===== src/rtl/dcache_wb_pkg.sv =====
// Shared types for the dcache write-back buffer.
//   wb_state_t : drain FSM states
//   wb_entry_t : one buffered victim (line address tag + line data)
//   line_base  : rebuilds a byte address from a stored line tag
package dcache_wb_pkg;

  localparam int LINE_W   = 256;
  localparam int OFFSET_W = 5;

  typedef enum logic [1:0] {
    IDLE  = 2'd0,
    WRITE = 2'd1,
    DONE  = 2'd2
  } wb_state_t;

  typedef struct packed {
    logic [31:OFFSET_W] addr;
    logic [LINE_W-1:0]  line;
  } wb_entry_t;

  function automatic logic [31:0] line_base(input logic [31:OFFSET_W] tag);
    return {tag, {OFFSET_W{1'b0}}};
  endfunction

endpackage


===== src/rtl/wb_entry_array.sv =====
// Register storage for the write-back buffer.
//   clk, rst  : clock, asynchronous active-high reset (clears every entry)
//   we, waddr : tail write port
//   wdata     : entry written at waddr on the clock edge
//   entries   : every entry, read by the top for the head and for forwarding
module wb_entry_array
  import dcache_wb_pkg::*;
#(
  parameter int s_entries = 1
) (
  input  logic                              clk,
  input  logic                              rst,
  input  logic                              we,
  input  logic [s_entries-1:0]              waddr,
  input  wb_entry_t                         wdata,
  output wb_entry_t [(2**s_entries)-1:0]    entries
);

  always_ff @(posedge clk or posedge rst) begin
    if (rst)     entries        <= '0;
    else if (we) entries[waddr] <= wdata;
  end

endmodule


===== src/rtl/dcache_wb_buffer.sv =====
// Write-back buffer between the dcache datapath and the cacheline adaptor.
// Dirty victims are pushed in one cycle and drained to pmem in FIFO order.
//   clk, rst                  : clock, asynchronous active-high reset
//   evict_valid/addr/line     : victim push request
//   evict_ready               : push accepted this cycle (buffer not full)
//   wb_empty                  : nothing pending and drain FSM idle
//   pmem_write/address/wdata  : registered write request for the head entry
//   pmem_resp                 : one-cycle completion pulse for the current write
//   lookup_addr, fwd_hit/data : refill forwarding from pending entries
// Build option: DCACHE_WB_FWD_EN compiles in forwarding; otherwise fwd_hit/fwd_data
// are tied to zero and the dcache waits for wb_empty before refilling.
module dcache_wb_buffer
  import dcache_wb_pkg::*;
#(
  parameter int s_entries = 1,
  parameter int s_line    = LINE_W,
  parameter int s_offset  = OFFSET_W
) (
  input  logic              clk,
  input  logic              rst,
  input  logic              evict_valid,
  input  logic [31:0]       evict_addr,
  input  logic [s_line-1:0] evict_line,
  output logic              evict_ready,
  output logic              wb_empty,
  output logic              pmem_write,
  output logic [31:0]       pmem_address,
  output logic [s_line-1:0] pmem_wdata,
  input  logic              pmem_resp,
  input  logic [31:0]       lookup_addr,
  output logic              fwd_hit,
  output logic [s_line-1:0] fwd_data
);

  localparam int DEPTH = 2**s_entries;
  localparam int CW    = s_entries + 1;

  wb_state_t              state, state_next;
  logic [s_entries-1:0]   head, tail;
  logic [CW-1:0]          count, count_next;
  wb_entry_t [DEPTH-1:0]  entries;
  wb_entry_t              push_entry, load_entry;
  logic                   push, pop, load;

  // Ready looks only at the registered count, so a pop in the same cycle
  // never frees a slot for a push.
  assign evict_ready = (count != CW'(DEPTH));
  assign push        = evict_valid & evict_ready;
  assign pop         = (state == WRITE) & pmem_resp;
  assign wb_empty    = (count == '0) & (state == IDLE);

  assign push_entry  = '{addr: evict_addr[31:s_offset], line: evict_line};

  // An empty buffer can only be leaving DONE because of a same-cycle push,
  // whose entry is not in the array yet: take it straight from the inputs.
  assign load_entry  = (count == '0) ? push_entry : entries[head];

  wb_entry_array #(.s_entries(s_entries)) u_array (
    .clk     (clk),
    .rst     (rst),
    .we      (push),
    .waddr   (tail),
    .wdata   (push_entry),
    .entries (entries)
  );

  always_comb begin
    count_next = count;
    if (push && !pop)      count_next = count + 1'b1;
    else if (pop && !push) count_next = count - 1'b1;
  end

  always_comb begin
    state_next = state;
    load       = 1'b0;
    unique case (state)
      IDLE: begin
        if (count != '0) begin
          state_next = WRITE;
          load       = 1'b1;
        end
      end
      WRITE: begin
        if (pmem_resp) state_next = DONE;
      end
      DONE: begin
        // count_next includes a push made during DONE itself.
        if (count_next != '0) begin
          state_next = WRITE;
          load       = 1'b1;
        end else begin
          state_next = IDLE;
        end
      end
      default: state_next = IDLE;
    endcase
  end

  always_ff @(posedge clk or posedge rst) begin
    if (rst) begin
      state        <= IDLE;
      head         <= '0;
      tail         <= '0;
      count        <= '0;
      pmem_write   <= 1'b0;
      pmem_address <= '0;
      pmem_wdata   <= '0;
    end else begin
      state      <= state_next;
      count      <= count_next;
      pmem_write <= (state_next == WRITE);
      if (push) tail <= tail + 1'b1;
      if (pop)  head <= head + 1'b1;
      // Request fields are captured once per write and held until pmem_resp.
      if (load) begin
        pmem_address <= line_base(load_entry.addr);
        pmem_wdata   <= load_entry.line;
      end
    end
  end

`ifdef DCACHE_WB_FWD_EN
  // Scan oldest to youngest so the youngest match overrides; a matching
  // same-cycle push is younger still. Entries counted in 'count' are valid,
  // which keeps the head visible through its pop cycle.
  always_comb begin
    logic [s_entries-1:0] idx;
    idx      = head;
    fwd_hit  = 1'b0;
    fwd_data = '0;
    for (int k = 0; k < DEPTH; k++) begin
      idx = head + s_entries'(k);
      if ((CW'(k) < count) && (entries[idx].addr == lookup_addr[31:s_offset])) begin
        fwd_hit  = 1'b1;
        fwd_data = entries[idx].line;
      end
    end
    if (push && (evict_addr[31:s_offset] == lookup_addr[31:s_offset])) begin
      fwd_hit  = 1'b1;
      fwd_data = evict_line;
    end
  end

  logic unused_bits;
  assign unused_bits = ^{evict_addr[s_offset-1:0], lookup_addr[s_offset-1:0]};
`else
  assign fwd_hit  = 1'b0;
  assign fwd_data = '0;

  logic unused_bits;
  assign unused_bits = ^{evict_addr[s_offset-1:0], lookup_addr};
`endif

endmodule


===== config.mk =====
export PLATFORM = sky130hd
export DESIGN_NAME = dcache_wb_buffer
export DESIGN_NICKNAME = d
export VERILOG_FILES = /design/src/rtl/dcache_wb_pkg.sv /design/src/rtl/wb_entry_array.sv /design/src/rtl/dcache_wb_buffer.sv
export SDC_FILE = /design/constraint.sdc
export NUM_CORES = 2
export LEC_CHECK = 0
export CAP_MARGIN = 30
export CORE_AREA = 5 5 339 341
export CTS_CLUSTER_DIAMETER = 60
export DETAILED_ROUTE_END_ITERATION = 12
export DIE_AREA = 0 0 344 346
export PLACE_DENSITY = 0.58
export SLEW_MARGIN = 40
export SYNTH_ARGS = -nofsm -noshare
export SYNTH_HDL_FRONTEND = slang
export SYNTH_SLANG_ARGS = --single-unit

===== constraint.sdc =====
create_clock -name clk -period 39.3 [get_ports clk]
set_input_delay 7.86 -clock clk [delete_from_list [all_inputs] [get_ports clk]]
set_output_delay 7.86 -clock clk [all_outputs]
set_load 0.05 [all_outputs]

# --- Word level (Yosys, flattened, before mapping) ---
# Index checks and enable logic that the tools add are counted.
word_totals:
  ff_bits: 856
  latchBits: 0
  ramBits: 0
  romBits: 0
  input_bits: 324
  output_inout_bits: 548
  memories: 0
op_classes:
  addsub: 4
  multipliers: 0
  div_mod_pow: 0
  order_cmp: 3
  n_eq_ne: 4
  n_shift: 0
  mux: 15
  n_bitwise: 3
  reduce_logical: 9
op_table:
  columns: ["op", "count"]
  rows:
  - ["$mux 283", 4]
  - ["$bwmux 566", 1]
  - ["$demux 283 s1", 1]
  - ["$mux 2", 4]
  - ["$pmux 2 s3", 1]
  - ["$eq 2x1->1 const B", 2]
  - ["$logic_not 2->1", 2]
  - ["$lt 1x2->1 const B", 2]
  - ["$reduce_bool 2->1", 2]
  - ["$and 1x1->1", 3]
  - ["$logic_and 1x1->1", 3]
  - ["$mux 1", 3]
  - ["$add 1x1->1 const B", 2]
  - ["$add 2x1->2 const B", 1]
  - ["$eq 2x2->1 const B", 1]
  - ["$logic_not 1->1", 2]
  - ["$ne 2x2->1 const B", 1]
  - ["$pmux 1 s2", 1]
  - ["$sub 2x1->2 const B", 1]
  - ["$ge 1x1->1 const B", 1]

# --- Longest topological paths before layout ---
depth:
  word_depth: 10
  mapped_depth: 11

# --- Hierarchy ---
# A second synthesis with hierarchy kept.
hier_totals:
  hier_cells: 3036
  area_unflattened_um2: 41049.4
by_module_without_submodules:
  columns: ["module", "instances", "cells_each", "area_per_inst_um2", "seq_area_each_um2"]
  rows:
  - ["wb_entry_array", 1, 1198, 21279.2, 14163.6]
  - ["dcache_wb_buffer", 1, 1838, 19770.2, 7257.0]

# --- Worst setup path before layout ---
# No wires, ideal clock.
synth_path:
  path_type: "reg-to-output"
  start: "reg count[0]"
  end: "out wb_empty"
  t_arrival_ns: 2.091
  setup_slack_ns: 29.349
  stages_incl_launch_ff: 8
  path_cell_list: "dfrtp_1 > inv_1 > ha_1 > clkbuf_1 > clkbuf_1 > clkbuf_1 > nand2_1 > nor2_1"
synth_via:
  elab_chain_len: 2
synth_rtl:
  columns: ["element", "line_no", "text"]
  rows:
  - ["start, declared", "dcache_wb_buffer.sv:40", "logic [CW-1:0] count, count_next;"]
  - ["start signal, assigned", "dcache_wb_buffer.sv:110", "count <= count_next;"]
  - ["$logic_not 2->1", "dcache_wb_buffer.sv:50", "assign wb_empty = (count == '0) & (state == IDLE);"]
  - ["$and 1x1->1", "dcache_wb_buffer.sv:50", null]
  - ["end, declared", "dcache_wb_buffer.sv:25", "output logic wb_empty,"]
# Every way passes these cells.

# --- Worst setup path in the final report ---
layout_path:
  start: "in evict_valid"
  end: "reg, netlist name u_array.entries[112]"
layout_via:
  elab_chain_len: 1
layout_rtl:
  columns: ["element", "line_no", "text"]
  rows:
  - ["start, declared", "dcache_wb_buffer.sv:21", "input logic evict_valid,"]
  - ["$and 1x1->1", "dcache_wb_buffer.sv:48", "assign push = evict_valid & evict_ready;"]
# Every way passes these cells.
# A chain may end at the register's enable or synchronous reset.

==> results.py <==
metrics = {
    "critical_path": {
        "required_ps": 39860,
        "slowest_stage": "buf_4",
        "cp_common_cell": "buf_4",
        "r2r_cells": 8,
        "crit_chain": "clkdlybuf4s50_1, nor2b_2, nor2b_4, buf_4, buf_4, buf_4, mux2_2",
        "reg2reg_from": "count[0]$_DFF_PP0_",
        "worst_setup_path_start_kind": "primary input",
        "slowest_delay_ps": 750,
        "arrival_ps": 12150,
        "crit_path_max_fanout": 50,
        "r2r_setup_slack_ps": 34680,
        "path_class": "in -> reg",
        "end_kind": "flip-flop",
        "r2r-end": "u_array.entries[112]$_DFFE_PP0P_",
    },
    "cts": {
        "cts_setup_buffers": 0,
        "cts_tree": "built",
        "cts.path.max_buffers": 3,
        "cts.sinks": 856,
        "cts_root_buf": "clkbuf_16",
        "htree_num_levels": 3,
        "ctsResizeCount": 0,
        "clk_latency_ps": 670,
        "cts_made_buffers": 102,
        "cts_hold_buf": 0,
        "clk_pin_slew_ps": 60,
    },
    "global_route": {
        "grt_pass1_vias": 24600,
        "grt_pass1_wl_um": 150000,
        "grt_max_degree": 187,
        "grt_overflow_total": 0,
        "antenna_found_initial": 20,
        "grt_usage_pct": 15.9,
    },
    "timing": {
        "fmax_ghz": 0.0863,
        "relSlewSlack_pct": 43.7,
        "skew_ps": 22.5,
        "finalMaxSlewViolations": 0,
        "timing.final.crit_period_ps": 11590,
        "setup-violations-final": 0,
        "tns_ps": 0,
        "fin_crit_sh_pct": 29.5,
        "rsz0062_at_grt": "no",
        "tightest_slew_ps": 844,
        "hold_viol": 0,
    },
    "pwr": {
        "power.switching_w": 0.00202,
        "power_w": 0.00516,
        "ir_drop_mv": 0.0576,
        "clock_power_share_pct": 18.3,
        "pwr-share-seq_pct": 30.7,
        "internal-power_w": 0.00314,
        "powerDensity_nw_per_um2": 103,
        "swShare_pct": 39.1,
        "leakagePower_nw": 22.1,
        "comb_power_share_pct": 51.0,
    },
    "synthesis": {
        "synth_ff_type": "dfrtp_1",
        "ys_seq_elements": 856,
        "syn_area_per_cell_um2": 13.3,
        "synth_cells": 3035,
        "synth_warnings": 0,
        "synth_top_area_share_pct": 53.1,
        "synth-async-reset-ratio_pct": 100,
        "synth_edf_count": 0,
        "ys_seq_area_share_pct": 53.1,
        "ys_top_cells_by_area": "dfrtp_1 53%, mux2_2 17%, mux2_4 9.2%",
        "synth.cell_area_um2": 40300,
        "synth_top_cell_by_area": "dfrtp_1",
        "synth.distinct_cells": 25,
    },
    "placed_design": {
        "dp_hpwl_um": 64000,
        "routabilityCongestion": 0.734,
        "io_buffer_count": 572,
    },
    "final_layout": {
        "drive_gt1_share_pct": 29.3,
        "area_growth_pct": 24.1,
        "nNetsFinal": 3888,
        "final_common_cell": "dfrtp_1",
        "final_cell_mix": "855 x dfrtp_1, 601 x mux2_2, 572 x clkdlybuf4s50_1, 284 x nand2_1, 283 x mux2i_1",
    },
    "drt": {
        "wl_um": 97300,
        "drt-wirelength-per-cell_um": 18.9,
        "route.vias.total": 23800,
        "dr.first_iter.drc_count": 1022,
        "antenna_left": 0,
        "drt_pre_antenna_iters": 4,
        "viasPerCell": 4.62,
        "drc": 0,
    },
    "floorplan": {
        "floorplan.initialDensity_pct": 36.2,
        "fp.dieW_um": 344,
        "pin_count": 872,
        "dieArea_um2": 119000,
        "dieHeight_um": 346,
        "placementRows": 123,
        "core-area_um2": 112000,
    },
    "min_path": {
        "hold_depth": 1,
        "hold_path_class": "reg -> reg",
        "hp-start": "count[0]$_DFF_PP0_",
        "worstHoldEndpoint": "count[0]$_DFF_PP0_",
    },
    "run": {
        "cap_violations": 0,
    },
    "status": {
        "status": "finished clean",
    },
}
## area by class of cell
class	instances	area, µm²
repair buffers	615	6310
clock inverters	37	425
inverters	7	33.8
clock buffers	146	2990
fillers	10200	61500
diodes	14	35.0
multi-input cells	1980	17000
flip-flops and latches	856	21400
well taps	1500	1880
## power by group through the flow
stage / Combinational, W / Sequential (W) / Clock [W]
final: 0.00264 / 0.00158 / 0.000944
after global routing: 0.00282 / 0.00165 / 0.00101
after CTS: 0.00267 / 0.00159 / 0.000976
after detailed placement: 0.00267 / 0.00160 / 0
after global placement: 0.00262 / 0.00160 / 0
after floorplan: 0.00154 / 0.00206 / 0
## synthesized netlist by cell type, types with 2 or more instances
cell type / number
xnor2_1: 3
inv_1: 7
buf_6: 28
buf_4: 262
mux2_2: 601
a31o_2: 2
buf_2: 27
nor2b_1: 2
mux2i_1: 283
buf_1: 7
ha_1: 2
dfrtp_1: 856
clkbuf_1: 129
o21ai_0: 283
xor2_1: 2
mux2_4: 248
nand2_1: 285
## per-layer routing
metal	share of wire [%]	routed length, µm	vias up	track usage [%]
li1	-	-	11100	-
met1	41	40300	12000	19.7
met2	48	47000	576	26.4
met3	7.4	7180	142	4.85
met4	2.8	2760	12	5.40
met5	0.086	84	-	0
## worst max-delay path by stage
stage / start / endpoint / slack (ps) / depth (start not counted)
after floorplan: rst / count[0]$_DFF_PP0_ / 7390 / 1
after global placement: evict_valid / u_array.entries[165]$_DFFE_PP0P_ / 26830 / 7
after detailed placement: evict_valid / u_array.entries[167]$_DFFE_PP0P_ / 26710 / 7
after CTS: evict_valid / u_array.entries[167]$_DFFE_PP0P_ / 27460 / 7
after global routing: evict_valid / u_array.entries[112]$_DFFE_PP0P_ / 27500 / 7
final: evict_valid / u_array.entries[112]$_DFFE_PP0P_ / 27710 / 7
## registers in the layout, summed over array words and instances, names as in the netlist
signal	flops
count	2
head	1
pmem_address	27
pmem_wdata	256
pmem_write	1
state	2
tail	1
u_array.entries	566
## per-stage QoR
step / utilization (%) / hold WS [ps] / area, µm² / instances / setup WS, ps
after floorplan: - / 446 / 41300 / 3296 / 7390
after global placement: 41.5 / 464 / 46300 / 4949 / 26830
after global routing: 44.9 / 506 / 50100 / 5148 / 27500
final: 44.9 / 472 / 50100 / 5155 / 27710
after detailed placement: 41.7 / 471 / 46500 / 4955 / 26710
after CTS: 44.8 / 478 / 50000 / 5138 / 27460
## logic make-up (layout without fill, tap and decap cells)
logic type | count (synthesis) | count (layout) | share of synthesized area (%)
multiplexers | 1132 | 1132 | 33.0
flip-flops | 856 | 856 | 53.1
buffers and inverters | 460 | 805 | 7.32
AND/OR/NAND/NOR | 291 | 291 | 2.75
AO/OA/AOI/OAI | 288 | 288 | 3.61
XOR/XNOR | 5 | 5 | 0.109
adder cells (fa/ha/maj) | 2 | 2 | 0.0620
other | 1 | 276 | 0.00930
## critical path, delay by kind of cell
| kind | cells | cell delay, ps |
|---|---|---|
| mux | 1 | 410 |
| simple gates | 2 | 1110 |
| buf+inv | 4 | 2590 |
Power figures use the tool's default switching activity.
